## src/rtl/fetch_pkg.sv

```systemverilog
// Shared fetch types: the instruction-queue entry format, the fetch FSM
// state encoding and small pc helpers used by the fetch unit.
package fetch_pkg;

    // Instructions fetched per icache access (one 64-bit beat).
    localparam int FETCH_WIDTH = 2;

    // One instruction queue entry.
    typedef struct packed {
        logic [31:0] pc;
        logic [31:0] instr;
    } fetch_entry_t;

    typedef enum logic [1:0] {
        IDLE = 2'd0,
        REQ  = 2'd1,
        WAIT = 2'd2,
        PUSH = 2'd3
    } fetch_state_e;

    // Icache accesses are always made on an 8-byte boundary.
    function automatic logic [31:0] fetch_block_addr(input logic [31:0] pc);
        return {pc[31:3], 3'b000};
    endfunction

    // Bytes consumed from a beat starting at pc: both words when pc sits on
    // the low half of the block, only the upper word otherwise.
    function automatic logic [31:0] fetch_pc_step(input logic [31:0] pc);
        return pc[2] ? 32'd4 : 32'd8;
    endfunction

endpackage

```

## src/rtl/fetch_unit.sv

```systemverilog
// Instruction fetch unit: issues one 8-byte icache request at a time,
// turns the returned beat into one or two instruction queue entries and
// follows branch/exception redirects, dropping stale responses.
module fetch_unit
    import fetch_pkg::*;
#(
    parameter logic [31:0] RESET_PC = 32'hBFC0_0000
) (
    input  logic                              clock,
    input  logic                              reset_n,
    input  logic                              redirect_valid,
    input  logic [31:0]                       redirect_pc,
    output logic                              ic_req,
    output logic [31:0]                       ic_addr,
    input  logic                              ic_ack,
    input  logic                              ic_rvalid,
    input  logic [63:0]                       ic_rdata,
    output logic                              buf_ins_enable,
    output logic                              buf_new_count,
    output fetch_entry_t [FETCH_WIDTH-1:0]    buf_elements,
    input  logic                              buf_full
);

    fetch_state_e state_reg, state_next;
    logic [31:0]  pc_reg, pc_next;
    logic         discard_reg, discard_next;
    logic [31:0]  hold_pc_reg, hold_pc_next;
    logic [63:0]  hold_data_reg, hold_data_next;

    // The address presented to the icache tracks pc continuously, so a
    // redirect while a request is still unacknowledged retargets it.
    assign ic_addr = fetch_block_addr(pc_reg);

    // State and datapath registers, asynchronously cleared.
    always_ff @(posedge clock or negedge reset_n) begin
        if (!reset_n) begin
            state_reg     <= IDLE;
            pc_reg        <= RESET_PC;
            discard_reg   <= 1'b0;
            hold_pc_reg   <= '0;
            hold_data_reg <= '0;
        end else begin
            state_reg     <= state_next;
            pc_reg        <= pc_next;
            discard_reg   <= discard_next;
            hold_pc_reg   <= hold_pc_next;
            hold_data_reg <= hold_data_next;
        end
    end

    // Next-state logic, request strobe and push strobe.
    always_comb begin
        state_next     = state_reg;
        pc_next        = pc_reg;
        discard_next   = discard_reg;
        hold_pc_next   = hold_pc_reg;
        hold_data_next = hold_data_reg;
        ic_req         = 1'b0;
        buf_ins_enable = 1'b0;

        unique case (state_reg)
            IDLE: begin
                state_next = REQ;
                if (redirect_valid) begin
                    pc_next = redirect_pc;
                end
            end

            REQ: begin
                ic_req = 1'b1;
                if (redirect_valid) begin
                    pc_next = redirect_pc;
                end
                if (ic_ack) begin
                    // A redirect in the accept cycle makes the in-flight
                    // response stale before it even arrives.
                    state_next   = WAIT;
                    discard_next = redirect_valid;
                end
            end

            WAIT: begin
                if (ic_rvalid) begin
                    if (discard_reg || redirect_valid) begin
                        discard_next = 1'b0;
                        state_next   = REQ;
                        if (redirect_valid) begin
                            pc_next = redirect_pc;
                        end
                    end else begin
                        hold_pc_next   = pc_reg;
                        hold_data_next = ic_rdata;
                        state_next     = PUSH;
                    end
                end else if (redirect_valid) begin
                    pc_next      = redirect_pc;
                    discard_next = 1'b1;
                end
            end

            PUSH: begin
                buf_ins_enable = ~buf_full & ~redirect_valid;
                if (redirect_valid) begin
                    pc_next    = redirect_pc;
                    state_next = REQ;
                end else if (!buf_full) begin
                    pc_next    = hold_pc_reg + fetch_pc_step(hold_pc_reg);
                    state_next = REQ;
                end
            end

            default: begin
                state_next = IDLE;
            end
        endcase
    end

    // Queue entries built from the held beat; unused slots read as zero.
    always_comb begin
        buf_new_count = 1'b0;
        buf_elements  = '0;
        if (state_reg == PUSH) begin
            if (hold_pc_reg[2]) begin
                buf_elements[0] = {hold_pc_reg, hold_data_reg[63:32]};
            end else begin
                buf_new_count   = 1'b1;
                buf_elements[0] = {hold_pc_reg, hold_data_reg[31:0]};
                buf_elements[1] = {hold_pc_reg + 32'd4, hold_data_reg[63:32]};
            end
        end
    end

endmodule

```

## config.mk

```make
export PLATFORM = sky130hd
export DESIGN_NAME = fetch_unit
export DESIGN_NICKNAME = d
export VERILOG_FILES = /design/src/rtl/fetch_pkg.sv /design/src/rtl/fetch_unit.sv
export SDC_FILE = /design/constraint.sdc
export NUM_CORES = 1
export LEC_CHECK = 0
export CAP_MARGIN = 20
export CELL_PAD_IN_SITES_DETAIL_PLACEMENT = 1
export CELL_PAD_IN_SITES_GLOBAL_PLACEMENT = 2
export CORE_MARGIN = 4
export CORE_UTILIZATION = 30
export CTS_BUF_LIST = sky130_fd_sc_hd__clkbuf_2
export DETAILED_ROUTE_END_ITERATION = 12
export HOLD_SLACK_MARGIN = 0.06
export PLACE_DENSITY_LB_ADDON = 0.1
export SLEW_MARGIN = 10
export SYNTH_ARGS = -nofsm -noshare
export SYNTH_HDL_FRONTEND = slang
export SYNTH_SLANG_ARGS = --single-unit
```

## constraint.sdc

```tcl
create_clock -name clock -period 3.4 [get_ports clock]
set_clock_uncertainty 0.05 [all_clocks]
set_input_delay 0.51 -clock clock [delete_from_list [all_inputs] [get_ports clock]]
set_output_delay 0.51 -clock clock [all_outputs]
set_load 0.02 [all_outputs]
```

Word level (Yosys, flattened, before mapping)

Index checks and enable logic that the tools add are counted.
Widths: inputs -> output; s select.

Register bits: 131
Output and inout bits: 163
Logic and storage cells: 52
Input bits: 102

Muxes and demuxes: 25
Reduce and logical (&&, ||, !) cells: 8
Equal/unequal tests: 8
Bitwise operators: 4
$add $sub $neg: 2

Operators with widths:

| operator              | count |
|---|---|
| $mux 32               | 5 |
| $mux 128              | 1 |
| $pmux 32 s3           | 1 |
| $mux 64               | 1 |
| $mux 35               | 1 |
| $add 32x3->32 const B | 1 |
| $add 32x4->32         | 1 |
| $mux 2                | 5 |
| $ne 3x3->1 const B    | 3 |
| $mux 1                | 8 |
| $pmux 2 s4            | 1 |
| $reduce_and 3->1      | 2 |
| $eq 2x2->1 const B    | 2 |
| $mux 4                | 1 |
| $ne 2x2->1 const B    | 2 |
| $reduce_and 4->1      | 1 |
| $not 1->1             | 3 |
| $eq 2x1->1 const B    | 1 |
| $logic_not 2->1       | 1 |
| $pmux 1 s2            | 1 |
| $reduce_and 2->1      | 1 |
| $reduce_bool 2->1     | 1 |
| $reduce_or 2->1       | 1 |
| $and 1x1->1           | 1 |
| $logic_or 1x1->1      | 1 |

Longest topological paths before layout

Gate-level depths: netlist of run 1.

Depth after elaboration: 5
Mapped depth: 10

Least setup slack after synthesis of run 1

OpenSTA, ideal clock, no wires.

Path type: reg-to-output
Start point: register hold_pc_reg[3]
End point: output port buf_elements[116] in the netlist's numbering
Setup slack: 0.979 ns
Stages on the path, launching flop included: 7
Data arrival time: 1.861 ns
Cell sequence: dfrtp_1 ha_1 nand3_2 or4_4 nor3_2 xnor2_1 nor2_1

RTL lines:

| item                   | line             | RTL |
|---|---|---|
| from (decl)            | fetch_unit.sv:27 | `logic [31:0] hold_pc_reg, hold_pc_next;` |
| from (signal assigned) | fetch_unit.sv:46 | `hold_pc_reg <= hold_pc_next;` |
| to (decl)              | fetch_unit.sv:20 | `output fetch_entry_t [FETCH_WIDTH-1:0] buf_elements,` |

==> impl.org, run 1 <==
** Status
- Result of the run :: finished clean

** Setup path
- Endpoint class of the critical path :: output pin
- Cell type of the slowest stage on the worst timing path :: sky130_fd_sc_hd__clkdlybuf4s50_1
- For the worst setup path, the data arrival time is 2620 ps.
- The critical path starts at state_reg[1].
- Register-to-Register Setup Slack :: 840 ps
- Worst Path Class, Setup :: reg -> out
- Largest stage delay on the critical path :: 650 ps
- Reg2reg start :: state_reg[0]
- The worst setup path is launched from a register.
- Along the worst path, the maximum fanout reaches 24.
- Walking the worst path, the cells encountered are ha_2 > nand2_1 > clkinv_1 > buf_6 > and2_1 > clkdlybuf4s50_1.
- Data required time at the worst endpoint :: 2840 ps

** Synthesis
- The mapped netlist covers 0.00752 mm2.
- Of the total synthesized cell area, the portion taken by full adders, half adders and majority gates is 0.0133.
- Of the total synthesized cell area, the portion taken by AND, OR, NAND and NOR gates is 0.185.
- Xor-xnor portion of the synthesized cell area :: 0.0443
- The synthesized design contains 131 register bits.
- The fraction of the mapped netlist area in compound gates was 0.0619.
- Synthesis produced a netlist whose cell count is 719.
- After synthesis, the netlist uses 51 different library cells.
- Seq/Total Area, Yosys :: 0.437
- In the post-synthesis netlist, the biggest area contributors are sky130_fd_sc_hd__dfrtp_1 41%, sky130_fd_sc_hd__mux2_2 14%, sky130_fd_sc_hd__and2_1 6.8%.
- Synth Warn # :: 0
- Mux contribution to synthesized area :: 0.185
- Fraction of post-synthesis cell area in the top cell type by area :: 0.406
- Largest family of logic cells by synthesized area :: multiplexers
- The synthesized design spends more area on one cell type than any other, namely sky130_fd_sc_hd__dfrtp_1.
- Dividing the synthesized area by the synthesized cell count gives 10.5 um2.

** Routing
- Count of unresolved DRC violations after routing :: 0
- Drt via density :: 4.79
- Starting DRC count in detailed routing :: 282
- For this block, the routed nets add up to 26.2 mm of wire.
- Post-route ant nets :: 0
- Routed length per placed instance :: 20.4 um
- Vias after detailed routing :: 6145
- The first detailed-routing pass took 4 iterations.

** Place
- Input/output buffers :: 261
- Post-Place Setup Slack :: 367 ps
- At the end of routability-driven placement, the weighted congestion stood at 0.752.
- Hpwl dp :: 18.7 mm

** GRT
- GRT Resource Usage Total :: 0.191
- Initial antenna violation count :: 3
- Summed over all layers, the global routing overflow is 0.
- The layer flagged by global routing as most heavily used is met2.
- First-pass GRT wire length :: 41.8 mm
- For this run, global-route usage on met1 was measured as 0.241.
- In the global route stage, met2 resource usage came out at 0.326.
- For met3 alone, demand over resource in global routing was 0.0559.
- The number of global-route vias before repair was 6983.
- Largest net degree at the start of global routing :: 81

** Timing
- The max-slew violation count came to 0.
- Final Critical Period :: 3180 ps
- Headroom to the max-slew limit :: 0.457
- Of the available clock period, the critical path in the final layout requires 0.934.
- Static timing analysis puts the maximum clock frequency at 315 MHz.
- Hold timing on the final database bottoms out at a slack of 266 ps.
- The final count of hold timing violations was 0.
- Setup slack closes at 224 ps.
- Final setup violation count :: 0
- For the pin with the worst max-slew slack, the measured transition is 815 ps.
- Setup repair after global routing could not meet its margin everywhere.

** Floorplanning
- Measured along the y axis, the die boundary spans 166 um.
- Area of the core :: 0.0245 mm2
- The floorplan step defined a die boundary enclosing 0.0277 mm2.
- The initial utilization of the core area, before any placement, comes to 0.307.
- The initialized floorplan defines 57 standard-cell rows.
- Ports placed on the boundary :: 265
- In this run the horizontal extent of the chip is 166 um.

** Power and ir drop
- Overall Power :: 6570 uW
- Power per cell area :: 624 mW/mm2
- IR analysis of the VDD net gives a maximum drop of 0.238 mV.
- Total leakage power :: 0.00435 uW

** Clocking
- Clock latency of the later-clocked register in the worst-skew pair :: 720 ps
- Clock tree sinks :: 131
- CTS tree :: done
- Total clock buffers created by CTS :: 17
- H-tree lvl count :: 4
- In this run the deepest clock path goes through 2 buffers.
- Clock tree synthesis selected as its root buffer the cell sky130_fd_sc_hd__clkbuf_2.
- After clock tree synthesis, the clock-pin slew on the worst setup and hold paths is 240 ps.

** Min path
- HP Start :: redirect_pc[4]
- Class of the worst hold path :: in -> reg

** Final layout
- Fraction of layout cells with a size suffix above 1 :: 0.206
- The filler cells instantiated in the layout total 2712.
- Post-route core utilization :: 0.430
- NumNets Final :: 1056
- The register with the most flip-flops in the layout has 64 of them.
- Compared with the post-synthesis result, the final layout area differs by 40.0%.

** Flow run
- Max-cap violations in this run came to 0.
-- metrics by stage --
step                      setup TNS, ps  std cells  cell area (um2)
after floorplan                       0        721             7530
after global placement                0       1244            10200
after detailed placement              0       1244            10200
after CTS                             0       1280            10500
after global routing               -102       1284            10500
final                                 0       1284            10500
-- worst max-delay path: cells and delay by family (launching register included) --
kind	cells	cell delay [ps]
adders and majority gates	1	240
and+or+nand+nor	2	250
DFF	1	440
buffers and inverters	3	990
-- cell usage after synthesis (all sizes together) --
library cell	instances
dfrtp	122
mux2	93
and2	83
buf	61
o21ai	45
nand2	35
nor2	35
mux2i	34
nor2b	33
xor2	25
clkbuf	23
a22oi	16
nand3	16
nand4	13
xnor2	13
dfstp	9
inv	9
a21oi	8
ha	8
and3	6
nor4	6
nor3	5
a31oi	4
nor3b	3
or3	2
a21o	1
a22o	1
a311oi	1
and4	1
conb	1
dlygate4sd1	1
nand2b	1
o211ai	1
o221ai	1
o31ai	1
or2	1
or4	1
-- final timing paths --
check / endpoint / cells after the start
max: buf_elements[109] / 6
min: pc_reg[4] / 3
max reg2reg: pc_reg[13] / 8
min reg2reg: pc_reg[22] / 2
max in group asynchronous: state_reg[0] / 3
min in group asynchronous: hold_pc_reg[25] / 2
-- cells by family after synthesis --
group / Yosys count
and+or+nand+nor: 241
DFF: 131
muxes: 127
AOI/OAI and AO/OA: 79
adders and majority gates: 8
buffers and inverters: 94
other: 1
xor gates and xnor gates: 38
-- report_power, final --
group          internal, uW  switching [uW]
clock network           273             671
registers              2170             595
logic                  1460            1400
total                  3910            2670
-- cell usage in the layout, fill, tap and decap left out, types with 22 or more instances in the layout --
| cell type | n |
|---|---|
| sky130_fd_sc_hd__and2_1 | 81 |
| sky130_fd_sc_hd__buf_4 | 25 |
| sky130_fd_sc_hd__clkdlybuf4s50_1 | 247 |
| sky130_fd_sc_hd__dfrtp_1 | 115 |
| sky130_fd_sc_hd__mux2_2 | 93 |
| sky130_fd_sc_hd__mux2i_1 | 34 |
| sky130_fd_sc_hd__nand2_1 | 33 |
| sky130_fd_sc_hd__nor2_1 | 35 |
| sky130_fd_sc_hd__nor2b_1 | 33 |
| sky130_fd_sc_hd__o21ai_0 | 23 |
| sky130_fd_sc_hd__o21ai_1 | 22 |
| sky130_fd_sc_hd__xor2_1 | 25 |
-- per-layer routing --
metal / share of wire / wire length, um
met1: 0.44 / 11600
met2: 0.49 / 12900
met3: 0.059 / 1540
met4: 0.0074 / 195
met5: 0.00099 / 26
-- final cells by class --
cell class / instances / area [um2] / area share
inverters: 9 / 33.8 / 0.00321
clock buffers: 18 / 90.1 / 0.00856
multi-input cells: 496 / 3710 / 0.352
diodes: 1 / 2.50 / 0.000238
well taps: 324 / 405 / 0.0385
repair buffers: 291 / 2860 / 0.272
flip-flops and latches: 131 / 3300 / 0.313
clock inverters: 14 / 130 / 0.0124
-- repair_timing --
item / CTS / global route
setup buffers: 3 / 3
hold buffers: 1 / 0
setup endpoints to repair: 14 / 40
hold endpoints to repair: 72 / 0
pin swaps: 0 / 0
resized for setup: 36 / 15
No activity file was read; power rests on OpenSTA's default activity.
==> run 2, diff against run 1 <==
--- a/config.mk
+++ b/config.mk
@@ -12,6 +12,7 @@
 export CORE_UTILIZATION = 30
 export CTS_BUF_LIST = sky130_fd_sc_hd__clkbuf_2
 export DETAILED_ROUTE_END_ITERATION = 12
+export GPL_ROUTABILITY_DRIVEN = 1
 export HOLD_SLACK_MARGIN = 0.06
 export PLACE_DENSITY_LB_ADDON = 0.1
 export SLEW_MARGIN = 10
==> results of run 2 <==
Same layout as run 1: the final DEF is identical, and so are final timing and power.
